--- src/rtl/span_pkg.sv ---
// Shared types and constants for the position netting loader and its
// saturating adder: table slot layout, quantity limits and FSM states.
package span_pkg;

    localparam int SLOTS = 8;
    localparam int QTY_W = 16;
    localparam int MAT_W = 8;

    typedef logic signed [QTY_W-1:0] qty_t;
    typedef logic [MAT_W-1:0]        mat_t;

    typedef struct packed {
        logic occupied;
        mat_t mat;
        qty_t qty;
    } slot_t;

    // Symmetric clamp so the downstream negate of any stored value still fits.
    localparam qty_t QTY_SAT_MAX = 16'h7FFF;
    localparam qty_t QTY_SAT_MIN = 16'h8001;

    typedef enum logic [1:0] {
        COLLECT,
        PRESENT,
        CLEAR
    } state_t;

endpackage

--- src/rtl/span_sat_add.sv ---
// Combinational signed saturating adder; clamps to the symmetric range
// [QTY_SAT_MIN, QTY_SAT_MAX] and flags any clamp.
module span_sat_add
    import span_pkg::*;
(
    input  qty_t a,
    input  qty_t b,
    output qty_t sum,
    output logic sat
);

    localparam logic signed [QTY_W:0] WIDE_MAX = {1'b0, QTY_SAT_MAX};
    localparam logic signed [QTY_W:0] WIDE_MIN = {1'b1, QTY_SAT_MIN};

    logic signed [QTY_W:0] wide;

    always_comb begin
        wide = {a[QTY_W-1], a} + {b[QTY_W-1], b};
        sum  = wide[QTY_W-1:0];
        sat  = 1'b0;
        if (wide > WIDE_MAX) begin
            sum = QTY_SAT_MAX;
            sat = 1'b1;
        end else if (wide < WIDE_MIN) begin
            sum = QTY_SAT_MIN;
            sat = 1'b1;
        end
    end

endmodule

--- src/rtl/position_netting_loader.sv ---
// Nets a serial stream of trade records into a table of maturity slots and
// presents the table as a held parallel frame followed by a zero frame.
module position_netting_loader
    import span_pkg::*;
#(
    parameter int HOLD_CYCLES = 8
) (
    input  logic                         clk,
    input  logic                         reset,
    input  logic                         trade_valid,
    output logic                         trade_ready,
    input  logic [MAT_W-1:0]             trade_maturity,
    input  logic [QTY_W-1:0]             trade_qty,
    input  logic                         trade_last,
    output logic [SLOTS-1:0][QTY_W-1:0]  position,
    output logic [SLOTS-1:0][MAT_W-1:0]  maturity,
    output logic                         frame_valid,
    output logic                         err_full,
    output logic                         err_sat
);

    localparam int IDX_W  = $clog2(SLOTS);
    localparam int HOLD_W = (HOLD_CYCLES > 1) ? $clog2(HOLD_CYCLES) : 1;

    state_t             state;
    state_t             next_state;
    slot_t              slots     [SLOTS];
    slot_t              slots_new [SLOTS];
    logic               hit;
    logic               free_found;
    logic [IDX_W-1:0]   hit_idx;
    logic [IDX_W-1:0]   free_idx;
    qty_t               add_a;
    qty_t               add_sum;
    logic               add_sat;
    logic               accept;
    logic               hold_done;
    logic               full_new;
    logic               sat_new;
    logic [HOLD_W-1:0]  hold_count;

    // Descending scan so the lowest matching / free index wins.
    always_comb begin
        hit        = 1'b0;
        hit_idx    = '0;
        free_found = 1'b0;
        free_idx   = '0;
        for (int i = SLOTS - 1; i >= 0; i--) begin
            if (slots[i].occupied && (slots[i].mat == trade_maturity)) begin
                hit     = 1'b1;
                hit_idx = IDX_W'(i);
            end
            if (!slots[i].occupied) begin
                free_found = 1'b1;
                free_idx   = IDX_W'(i);
            end
        end
    end

    // A freshly allocated slot goes through the adder with a zero base.
    assign add_a = hit ? slots[hit_idx].qty : '0;

    span_sat_add u_sat_add (
        .a   (add_a),
        .b   (trade_qty),
        .sum (add_sum),
        .sat (add_sat)
    );

    always_comb begin
        slots_new = slots;
        full_new  = err_full;
        sat_new   = err_sat;
        if (hit) begin
            slots_new[hit_idx].qty = add_sum;
            sat_new                = err_sat | add_sat;
        end else if (free_found) begin
            slots_new[free_idx].occupied = 1'b1;
            slots_new[free_idx].mat      = trade_maturity;
            slots_new[free_idx].qty      = add_sum;
            sat_new                      = err_sat | add_sat;
        end else begin
            full_new = 1'b1;
        end
    end

    assign hold_done = (hold_count == HOLD_W'(HOLD_CYCLES - 1));

    always_ff @(posedge clk or negedge reset) begin
        if (!reset) begin
            state <= COLLECT;
        end else begin
            state <= next_state;
        end
    end

    always_comb begin
        next_state = state;
        case (state)
            COLLECT: if (accept && trade_last) next_state = PRESENT;
            PRESENT: if (hold_done)            next_state = CLEAR;
            CLEAR:                             next_state = COLLECT;
            default:                           next_state = COLLECT;
        endcase
    end

    always_comb begin
        trade_ready = (state == COLLECT);
        accept      = trade_valid && trade_ready;
    end

    // Leaving PRESENT wipes table, outputs and errors so CLEAR shows a zero frame.
    always_ff @(posedge clk or negedge reset) begin
        if (!reset) begin
            for (int i = 0; i < SLOTS; i++) begin
                slots[i] <= '0;
            end
            position    <= '0;
            maturity    <= '0;
            frame_valid <= 1'b0;
            err_full    <= 1'b0;
            err_sat     <= 1'b0;
            hold_count  <= '0;
        end else begin
            case (state)
                COLLECT: begin
                    if (accept) begin
                        slots    <= slots_new;
                        err_full <= full_new;
                        err_sat  <= sat_new;
                        if (trade_last) begin
                            for (int i = 0; i < SLOTS; i++) begin
                                position[i] <= slots_new[i].occupied ? slots_new[i].qty : '0;
                                maturity[i] <= slots_new[i].occupied ? slots_new[i].mat : '0;
                            end
                            frame_valid <= 1'b1;
                            hold_count  <= '0;
                        end
                    end
                end
                PRESENT: begin
                    if (hold_done) begin
                        for (int i = 0; i < SLOTS; i++) begin
                            slots[i] <= '0;
                        end
                        position    <= '0;
                        maturity    <= '0;
                        frame_valid <= 1'b0;
                        err_full    <= 1'b0;
                        err_sat     <= 1'b0;
                        hold_count  <= '0;
                    end else begin
                        hold_count <= hold_count + 1'b1;
                    end
                end
                CLEAR: begin
                    hold_count <= '0;
                end
                default: begin
                    hold_count <= '0;
                end
            endcase
        end
    end

endmodule

--- config.mk ---
export PLATFORM = sky130hd
export DESIGN_NAME = position_netting_loader
export DESIGN_NICKNAME = d
export VERILOG_FILES = /design/src/rtl/span_pkg.sv /design/src/rtl/span_sat_add.sv /design/src/rtl/position_netting_loader.sv
export SDC_FILE = /design/constraint.sdc
export NUM_CORES = 1
export LEC_CHECK = 0
export BUFFER_PORTS_ARGS = -buffer_cell sky130_fd_sc_hd__buf_4
export CORE_ASPECT_RATIO = 2
export CORE_UTILIZATION = 28
export CTS_BUF_LIST = sky130_fd_sc_hd__clkbuf_8
export DETAILED_ROUTE_END_ITERATION = 7
export PLACE_DENSITY = 0.49
export SETUP_SLACK_MARGIN = 0.1
export SYNTH_ARGS = -nofsm -noshare
export SYNTH_HDL_FRONTEND = slang
export SYNTH_HIERARCHICAL = 1
export SYNTH_SLANG_ARGS = --single-unit
--- constraint.sdc ---
create_clock -name clk -period 7.4 [get_ports clk]
set_input_delay 2.22 -clock clk [delete_from_list [all_inputs] [get_ports clk]]
set_output_delay 2.22 -clock clk [all_outputs]
set_load 0.02 [all_outputs]
; Word-level counts from Yosys, hierarchy flattened
; Index checks and enable logic that the tools add are counted.
[word_totals]
in_bits = 28
output_inout_bits = 196
register_bits = 400
[op_classes]
n_mux = 100
bitwise = 3
n_reduce_logical = 20
n_lt_le_gt_ge = 6
addsub = 2
n_eq_ne = 17
[op_table]
columns = operator, count
row1 = bitwise mux 200 bit, 4
row2 = two-way mux 200 bit, 4
row3 = one-hot mux 200 bit (2 select lines), 1
row4 = two-way mux 128 bit, 3
row5 = demux 25 bit (select 3 bit), 4
row6 = one-hot mux 128 bit (2 select lines), 1
row7 = two-way mux 16 bit, 15
row8 = two-way mux 64 bit, 3
row9 = one-hot mux 64 bit (2 select lines), 1
row10 = binary-select mux 25 bit (select 3 bit), 1
row11 = == test 8 bit, 8
row12 = two-way mux 8 bit, 8
row13 = two-way mux 3 bit, 19
row14 = two-way mux 1 bit, 27
row15 = two-way mux 25 bit, 1
row16 = two-way mux 24 bit, 1
row17 = adder 16 x 16 -> 17 bit, 1
row18 = "> comparator 17 x 16 -> 1 bit, second input constant", 1
row19 = "less-than comparator 17 x 16 -> 1 bit, second input constant", 1
row20 = logical AND 1 bit, 12
row21 = "greater-or-equal comparator 4 bit, second input constant", 2
row22 = "less-than comparator 4 x 1 -> 1 bit, second input constant", 2
row23 = NOT 3 -> 4 bit, 2
row24 = AND reduction 4 bit, 2
row25 = 16 further kinds, 24

; Logic depth before layout (Yosys ltp)
; Gate-level depths: netlist (run 1).
[logic_depth]
word_depth = 26
mapped_depth = 26

; Hierarchy
; Netlist (run 1), hierarchy kept.
[modules_own_cells]
columns = module, area_each_um2, cells_each, n_inst
row1 = position_netting_loader, 18061.1, 1675, 1
row2 = span_sat_add, 1258.7, 179, 1

; Least setup slack after synthesis (run 1)
; Ideal clock, no wire load.
[synth_timing]
path_kind = input port to flip-flop
startpoint = input trade_maturity[7]
endpoint = register position[112] in the netlist's numbering
cell_stages = 24
setup_time_ns = 0.084
slack_ns = 0.259
t_arrival_ns = 7.058
t_required_ns = 7.316
cell_sequence = buf_4 > buf_4 > xnor2_1 > nand3_2 > nor3_4 > nor4_2 > nand2_1 > buf_2 > buf_1 > o221ai_1 > nor4_1 > inv_1 > fa_1 > nand2b_1 > a21oi_1 > o2111a_1 > nor3_1 > a21oi_2 > buf_2 > nor2_1 > a31oi_1 > clkbuf_1 > nand2_1 > o21ai_0
[synth_via]
elab_chain_len = 26
word_cells_on_any_way = 55
cone_classes = add/sub (1) / order compare (4) / eq/ne (8) / mux (32) / bitwise (1) / reduce/logical (9)
[synth_lines]
columns = element, line_no
row1 = from (decl), position_netting_loader.sv:12  ; input logic [MAT_W-1:0] trade_maturity,
row2 = == test 8 bit, position_netting_loader.sv:49  ; if (slots[i].occupied && (slots[i].mat == trade_maturity)) begin
row3 = logical AND 1 bit, position_netting_loader.sv:49
row4 = two-way mux 3 bit (8 in series), position_netting_loader.sv:49
row5 = NOT 3 -> 4 bit (not written as such), position_netting_loader.sv:61  ; assign add_a = hit ? slots[hit_idx].qty : '0;
row6 = binary-select mux 25 bit (select 3 bit), position_netting_loader.sv:61
row7 = two-way mux 16 bit (not written as such) (2 in series), position_netting_loader.sv:61
row8 = two-way mux 16 bit (*), position_netting_loader.sv:61
row9 = via add_a[1], position_netting_loader.sv:33  ; qty_t add_a;
row10 = (+4 left out), n/a
row11 = via add_sum[0], position_netting_loader.sv:34  ; qty_t add_sum;
row12 = bitwise mux 200 bit, position_netting_loader.sv:80  ; slots_new[free_idx].qty = add_sum;
row13 = two-way mux 200 bit, position_netting_loader.sv:77  ; end else if (free_found) begin
row14 = two-way mux 200 bit (*), position_netting_loader.sv:74  ; if (hit) begin
row15 = two-way mux 16 bit (*), position_netting_loader.sv:133  ; position[i] <= slots_new[i].occupied ? slots_new[i].qty : '0;
row16 = two-way mux 128 bit (*), position_netting_loader.sv:131  ; if (trade_last) begin
row17 = two-way mux 128 bit (*), position_netting_loader.sv:127  ; if (accept) begin
row18 = one-hot mux 128 bit (2 select lines) (*), position_netting_loader.sv:125  ; case (state)
row19 = "to (signal, indexed assignment)", position_netting_loader.sv:133
row20 = to (decl), position_netting_loader.sv:15  ; output logic [SLOTS-1:0][QTY_W-1:0] position,
; Mark *: on every way through the listed nets, which the timed path passes. The rest lies on a longest branch. The select of a mux whose other input is x is not followed.
; A chain may end at the register's enable or synchronous reset.

; Worst setup path in the final report (run 1)
[layout_timing]
startpoint = input trade_maturity[3]
endpoint = register position[48] in the netlist's numbering
; Same word-level chain as after synthesis.

==> flow_summary.yaml, run 1 <==
run_status:
  status: "complete, no violations"
route:
  via_count: 17300
  via_per_inst: 5.44
  wl_mm: 84.7
  wl_per_cell_um: 26.7
  dr.pass1.iters: 7
  drt-initial-drc-count: 1325
  antenna_left: 0
  drcViolationCount: 0
pwr:
  pwr-share-clk_pct: 22.9
  switching_share_pct: 40.7
  ir_drop_uv: 175
  p_per_area_nw_per_um2: 340
  internal_power_mw: 5.01
  p_comb_share_pct: 37.5
  power.switching_mw: 3.45
  power_frac_seq_pct: 39.6
  p_leak_nw: 11.7
global_routing:
  antenna_found_initial: 1
  grt_max_degree: 121
  grt_pass1_vias: 18100
  grt_remaining_overflow: 0
  grt.total_usage_pct: 23.9
  grt_pass1_wl_mm: 124
synthesis:
  avgSynthCellArea_um2: 10.4
  synth_seq_cells: 400
  yosys_warnings: 6
  ys_async_sr_fraction_pct: 100
  yosysUniqueCellTypes: 72
  synth_top_cells_by_area: "dfrtp_1, a22o_1, o21ai_0"
  synth_largest_area_cell: "dfrtp_1"
  seq_area_frac_synth_pct: 51.8
  synth.top_cell.area_share_pct: 51.8
  synthCells: 1854
  synth.cell_area_um2: 19300
  syn-num-nets: 1901
  synth-edff-count: 0
  synth_ff_type: "dfrtp_1"
clock_network:
  cts_buffer_depth: 3
  cts_buffers: 61
  h-tree-depth: 2
  path_clk_slew_ps: 70
  cts_tree: "built"
  clk_latency_ps: 710
  ctsHoldBuffers: 0
  clkSinkCount: 400
  cts_setup_buffers: 0
  root_buffer: "clkbuf_8"
hold_path:
  holdPathStages: 2
  hold_end: "position[20]"
  hp-class: "flip-flop to flip-flop"
  hp-start: "position[20]"
placement:
  place_area_um2: 23500
  port-buffer-count: 223
  gp_congestion: 0.962
  dp_hpwl_mm: 62.5
  dp_slack_ps: -1070
critical_path:
  r2r-start: "slots[169]"
  cp-start-kind: "input port"
  critPathLaunch: "trade_maturity[3]"
  rr_worst_depth: 25
  cpPeakStageDelay_ps: 670
  setup.worst_path.class: "input port to flip-flop"
  worstPathRequired_ps: 7970
  worst_ep_arrival_time_ps: 7630
  timing.critical_path.mode_cell: "buf_4"
  reg2reg_setup_slack_ps: 1580
  r2r_end: "position[48]"
  critical_path_buf_inv_count: 8
  slowest_stage: "nor4_2"
  cp-end-kind: "flip-flop"
  cp_max_fo: 19
  cp_top_family: "simple AND/OR/NAND/NOR gates"
sta:
  skew_ps: 62.9
  maxSlewViolCount: 0
  worst_pin_slew_ps: 1230
  finalWorstSetupSlack_ps: 337
  rsz0062_at_grt: "no"
  hold_viol_final: 0
  tns_ps: 0
  slew_headroom_pct: 17.8
  fin_crit_ps: 7060
  finalCritPeriodShare_pct: 95.4
  setup_viol: 0
  clock.fmax_mhz: 142
floorplan:
  die_area_um2: 70100
  boundaryPins: 224
  start_util_pct: 28.5
  core_um2: 67900
  die_h_um: 373
  die_w_um: 188
  fp-row-count: 135
final_layout:
  area_growth_pct: 28.7
  layout_commonest_cell: "buf_4"
  stdcell_area_um2: 24900
  final_cell_mix: "buf_4, dfrtp_1, nand2_1"
  fillers: 6954
  drive_gt1_share_pct: 27.6
  layout.nets: 2292
flow_run:
  cap_viol_max_count: 0
[power by group through the flow]
| stage | Clock (mW) | Combinational (mW) | Sequential [mW] |
|---|---|---|---|
| after detailed placement | 0 | 3.19 | 3.37 |
| after CTS | 1.99 | 3.20 | 3.34 |
| after global placement | 0 | 3.16 | 3.37 |
| final | 1.94 | 3.17 | 3.35 |
| after floorplan | 0 | 1.55 | 3.44 |
| after global routing | 2.07 | 3.40 | 3.40 |
[metal layers]
metal,GRT usage (%),routed length [um]
met2,44.9,45600
met5,0,0
met1,25.6,30400
met3,2.32,3220
met4,14.0,5430
[tightest hold or removal path: stages (launching register included)]
cell and delay, ps:
dfrtp_1 350, nand2_1 40, o21ai_0 60
[cell usage after synthesis (5+ instances only)]
| cell type | instances |
|---|---|
| dfrtp_1 | 400 |
| nand2_1 | 192 |
| o21ai_0 | 189 |
| a22o_1 | 169 |
| nor2_1 | 106 |
| clkbuf_1 | 97 |
| mux2i_1 | 93 |
| a22oi_1 | 72 |
| xnor2_1 | 68 |
| o21ai_1 | 45 |
| a32oi_1 | 32 |
| buf_2 | 32 |
| a21oi_1 | 25 |
| nand3_1 | 24 |
| nor3_1 | 20 |
| ha_1 | 18 |
| nor4_1 | 18 |
| inv_1 | 17 |
| o22ai_1 | 17 |
| a32o_1 | 16 |
| nand4_1 | 16 |
| buf_4 | 15 |
| o221ai_1 | 14 |
| buf_6 | 13 |
| and2_1 | 11 |
| or3_1 | 11 |
| o21a_1 | 10 |
| and3_1 | 9 |
| maj3_2 | 8 |
| a21o_1 | 6 |
| maj3_1 | 6 |
| a211oi_1 | 5 |
| and4_1 | 5 |
| nand2b_1 | 5 |
| o211ai_1 | 5 |
[worst max-delay path by stage]
stage,to,slack (ps),cells past startpoint
after global routing,position[48],120,29
after global placement,position[64],-1080,28
after floorplan,position[112],260,24
after CTS,position[48],90,29
final,position[48],340,26
after detailed placement,position[80],-1070,28
[flip-flops by register name, summed over array words and instances, names as in the netlist]
name and cells:
err_sat 1, hold_count 3, state 2, maturity 64
err_full 1, position 128, slots 200, frame_valid 1
[kinds of logic after synthesis]
family	after synthesis	synth area share, %
AO/OA/AOI/OAI	633	23.0
AND/OR/NAND/NOR	445	10.7
flip-flops	400	51.8
buffers and inverters	180	4.50
multiplexers	93	4.82
XOR/XNOR	70	3.17
adder cells (fa/ha/maj)	33	2.05
[layout make-up]
type / instances / area [um^2] / area share, %
sequential: 400 / 10000 / 40.3
multi-input combinational: 1274 / 8560 / 34.4
timing repair buffer: 489 / 3870 / 15.6
tap: 890 / 1110 / 4.48
clock buffer: 75 / 1030 / 4.15
clock inverter: 30 / 208 / 0.835
inverter: 19 / 71.3 / 0.287
antenna: 1 / 2.50 / 0.0101
[metrics by stage]
step	util [%]	power [mW]	hold slack (ps)	instances
finish	36.6	8.46	480	3178
global route	36.6	8.87	515	3178
CTS	36.5	8.53	489	3177
detailed placement	34.6	6.57	472	3072
global placement	34.6	6.53	467	3072
floorplan	-	4.99	474	1854
[timing repair]
action / 4_1_cts / 5_1_grt
gates resized for setup: 6 / 14
setup endpoints to repair: 195 / 57
pin swaps: 0 / 1
(Power assumes the default switching activity.)
==> run 2: changes to the inputs <==
--- a/config.mk
+++ b/config.mk
@@ -14,5 +14,4 @@
 export SETUP_SLACK_MARGIN = 0.1
 export SYNTH_ARGS = -nofsm -noshare
 export SYNTH_HDL_FRONTEND = slang
-export SYNTH_HIERARCHICAL = 1
 export SYNTH_SLANG_ARGS = --single-unit
==> flow_summary.yaml, run 2 <==
run_status:
  status: "complete, no violations"
synthesis:
  synth_commonest_cells: "dfrtp_1, nand2_1, o21ai_0"
  synth_seq_cells: 400
  synth_ff_type: "dfrtp_1"
  yosys_warnings: 0
  synth.most_common_cell: "dfrtp_1"
  ys_async_sr_fraction_pct: 100
  synth-edff-count: 0
  avgSynthCellArea_um2: 10.3
  synth_largest_area_cell: "dfrtp_1"
  synthCells: 1924
  yosysUniqueCellTypes: 80
  syn-num-nets: 1971
  synth.cell_area_um2: 19700
  seq_area_frac_synth_pct: 50.7
  synth_top_cells_by_area: "dfrtp_1, mux2i_1, a22o_1"
  synth.top_cell.area_share_pct: 50.7
sta:
  finalCritPeriodShare_pct: 94.1
  worst_pin_slew_ps: 1250
  hold_viol_final: 0
  maxSlewViolCount: 0
  setup_viol: 0
  finalWorstSetupSlack_ps: 433
  slew_headroom_pct: 16.3
  rsz0062_at_grt: "no"
  skew_ps: 48.4
  fin_crit_ps: 6970
  clock.fmax_mhz: 144
route:
  antenna_left: 0
  drt-initial-drc-count: 1011
  wl_per_cell_um: 24.8
  via_count: 16900
  drcViolationCount: 0
  wl_mm: 81.7
  via_per_inst: 5.13
  dr.pass1.iters: 5
clock_network:
  root_buffer: "clkbuf_8"
  post_cts_resized: 0
  cts_buffers: 66
  cts_setup_buffers: 0
  clkSinkCount: 400
  h-tree-depth: 3
  cts_tree: "built"
  ctsHoldBuffers: 0
  cts_buffer_depth: 3
  clk_latency_ps: 710
  path_clk_slew_ps: 60
critical_path:
  setup.worst_path.class: "input port to flip-flop"
  cp_max_fo: 15
  worstPathRequired_ps: 8000
  reg2reg_setup_slack_ps: 1790
  cp-end-kind: "flip-flop"
  worst_ep_arrival_time_ps: 7570
  cp-start-kind: "input port"
floorplan:
  die_h_um: 377
  boundaryPins: 224
  core_um2: 69800
  fp-row-count: 137
  start_util_pct: 28.3
  die_area_um2: 71600
  die_w_um: 190
placement:
  port-buffer-count: 223
  gp_congestion: 0.917
  dp_slack_ps: -518
  dp_cells: 3177
  dp_hpwl_mm: 60.5
pwr:
  p_leak_nw: 12.0
  p_per_area_nw_per_um2: 351
  ir_drop_uv: 184
final_layout:
  drive_gt1_share_pct: 27.6
  largest-register: "slots"
  largest_register_ffs: 200
  top_regs: "slots x200, position x128, maturity x64"
  final_cell_mix: "buf_4, dfrtp_1, nand2_1"
  final_cells: 3291
  layout.nets: 2389
  area_growth_pct: 29.5
  layout_commonest_cell: "buf_4"
global_routing:
  grt_pass1_vias: 17900
  grt_max_degree: 148
  grt_remaining_overflow: 0
  grt.total_usage_pct: 23.0
  antenna_found_initial: 4
  grt_pass1_wl_mm: 120
flow_run:
  cap_viol_max_count: 0
hold_path:
  hp-class: "flip-flop to flip-flop"
-- run 2: changes by cell type after synthesis, moves of 31 or more --
cell,delta
mux2i_1,+62
nand2_1,+83
clkbuf_1,-32
a21oi_1,+56
o21ai_0,+46
a32oi_1,-31
a22oi_1,-72
-- run 2: kinds of logic (layout without fill, tap and decap cells) --
group                    count (synthesis)  after routing  synth area share (%)
other                                    0              1                     0
adder cells (fa/ha/maj)                 30             30                  1.83
AO/OA/AOI/OAI                          609            609                  19.9
XOR/XNOR                                79             79                  3.51
buffers and inverters                  155            618                  4.37
flip-flops                             400            400                  50.7
multiplexers                           158            158                  8.07
AND/OR/NAND/NOR                        493            493                  11.6
-- run 2: area by class of cell --
cell class                      instances  area [um^2]
Antenna cell                            1         2.50
Clock buffer                           82         1130
Clock inverter                         31          333
Fill cell                            7053        44200
Inverter                               10         37.5
Multi-Input combinational cell       1369         8910
Sequential cell                       400        10000
Tap cell                              903         1130
Timing Repair Buffer                  495         4000
-- run 2: critical path, stage by stage --
cell and delay, ps:
buf_4 160, buf_4 180, xnor2_1 290, buf_4 170, nand4_1 160, nor4b_4 300
nand3b_1 210, buf_4 260, o22ai_1 210, nor3_1 210, o21ai_0 160, a21oi_1 220
ha_1 290, a211oi_2 290, o21a_1 220, o221ai_1 220, a41oi_1 310, xor2_1 310
nand4_1 160, o311a_1 400, buf_12 170, a211oi_2 300, a21o_1 120
-- run 2: where the power goes --
part / internal [mW] / switching, mW
registers: 2.79 / 0.572
clock network: 1.25 / 1.01
logic: 1.33 / 2.02
-- run 2: final timing paths --
kind / from / to / cells past startpoint
worst min-delay path: position[27] / position[27] / 2
max in group asynchronous: reset / maturity[49] / 2
worst min register to register: position[27] / position[27] / 2
worst max-delay path: trade_maturity[0] / position[32] / 23
worst max register to register: slots[119] / position[19] / 24
min in group asynchronous: reset / position[29] / 1
-- run 2: stage by stage --
| step | TNS, ps | cell area (um^2) | total power, mW | hold WS, ps | utilization (%) |
|---|---|---|---|---|---|
| global route | 0 | 25600 | 9.48 | 501 | 36.6 |
| CTS | 0 | 25500 | 9.10 | 488 | 36.6 |
| floorplan | 0 | 19700 | 5.11 | 466 | - |
| global placement | -15030 | 24100 | 6.74 | 470 | 34.5 |
| detailed placement | -16030 | 24100 | 6.78 | 467 | 34.5 |
| finish | 0 | 25600 | 8.97 | 481 | 36.6 |
-- run 2: metal layers --
| metal | global-route usage, % | vias up | share of wire, % |
|---|---|---|---|
| met1 | 23.8 | 8519 | 36 |
| met2 | 43.5 | 466 | 55 |
| li1 | - | 7730 | - |
| met4 | 11.6 | 4 | 4.9 |
| met3 | 4.07 | 165 | 4.0 |
| met5 | 0 | - | 0.028 |
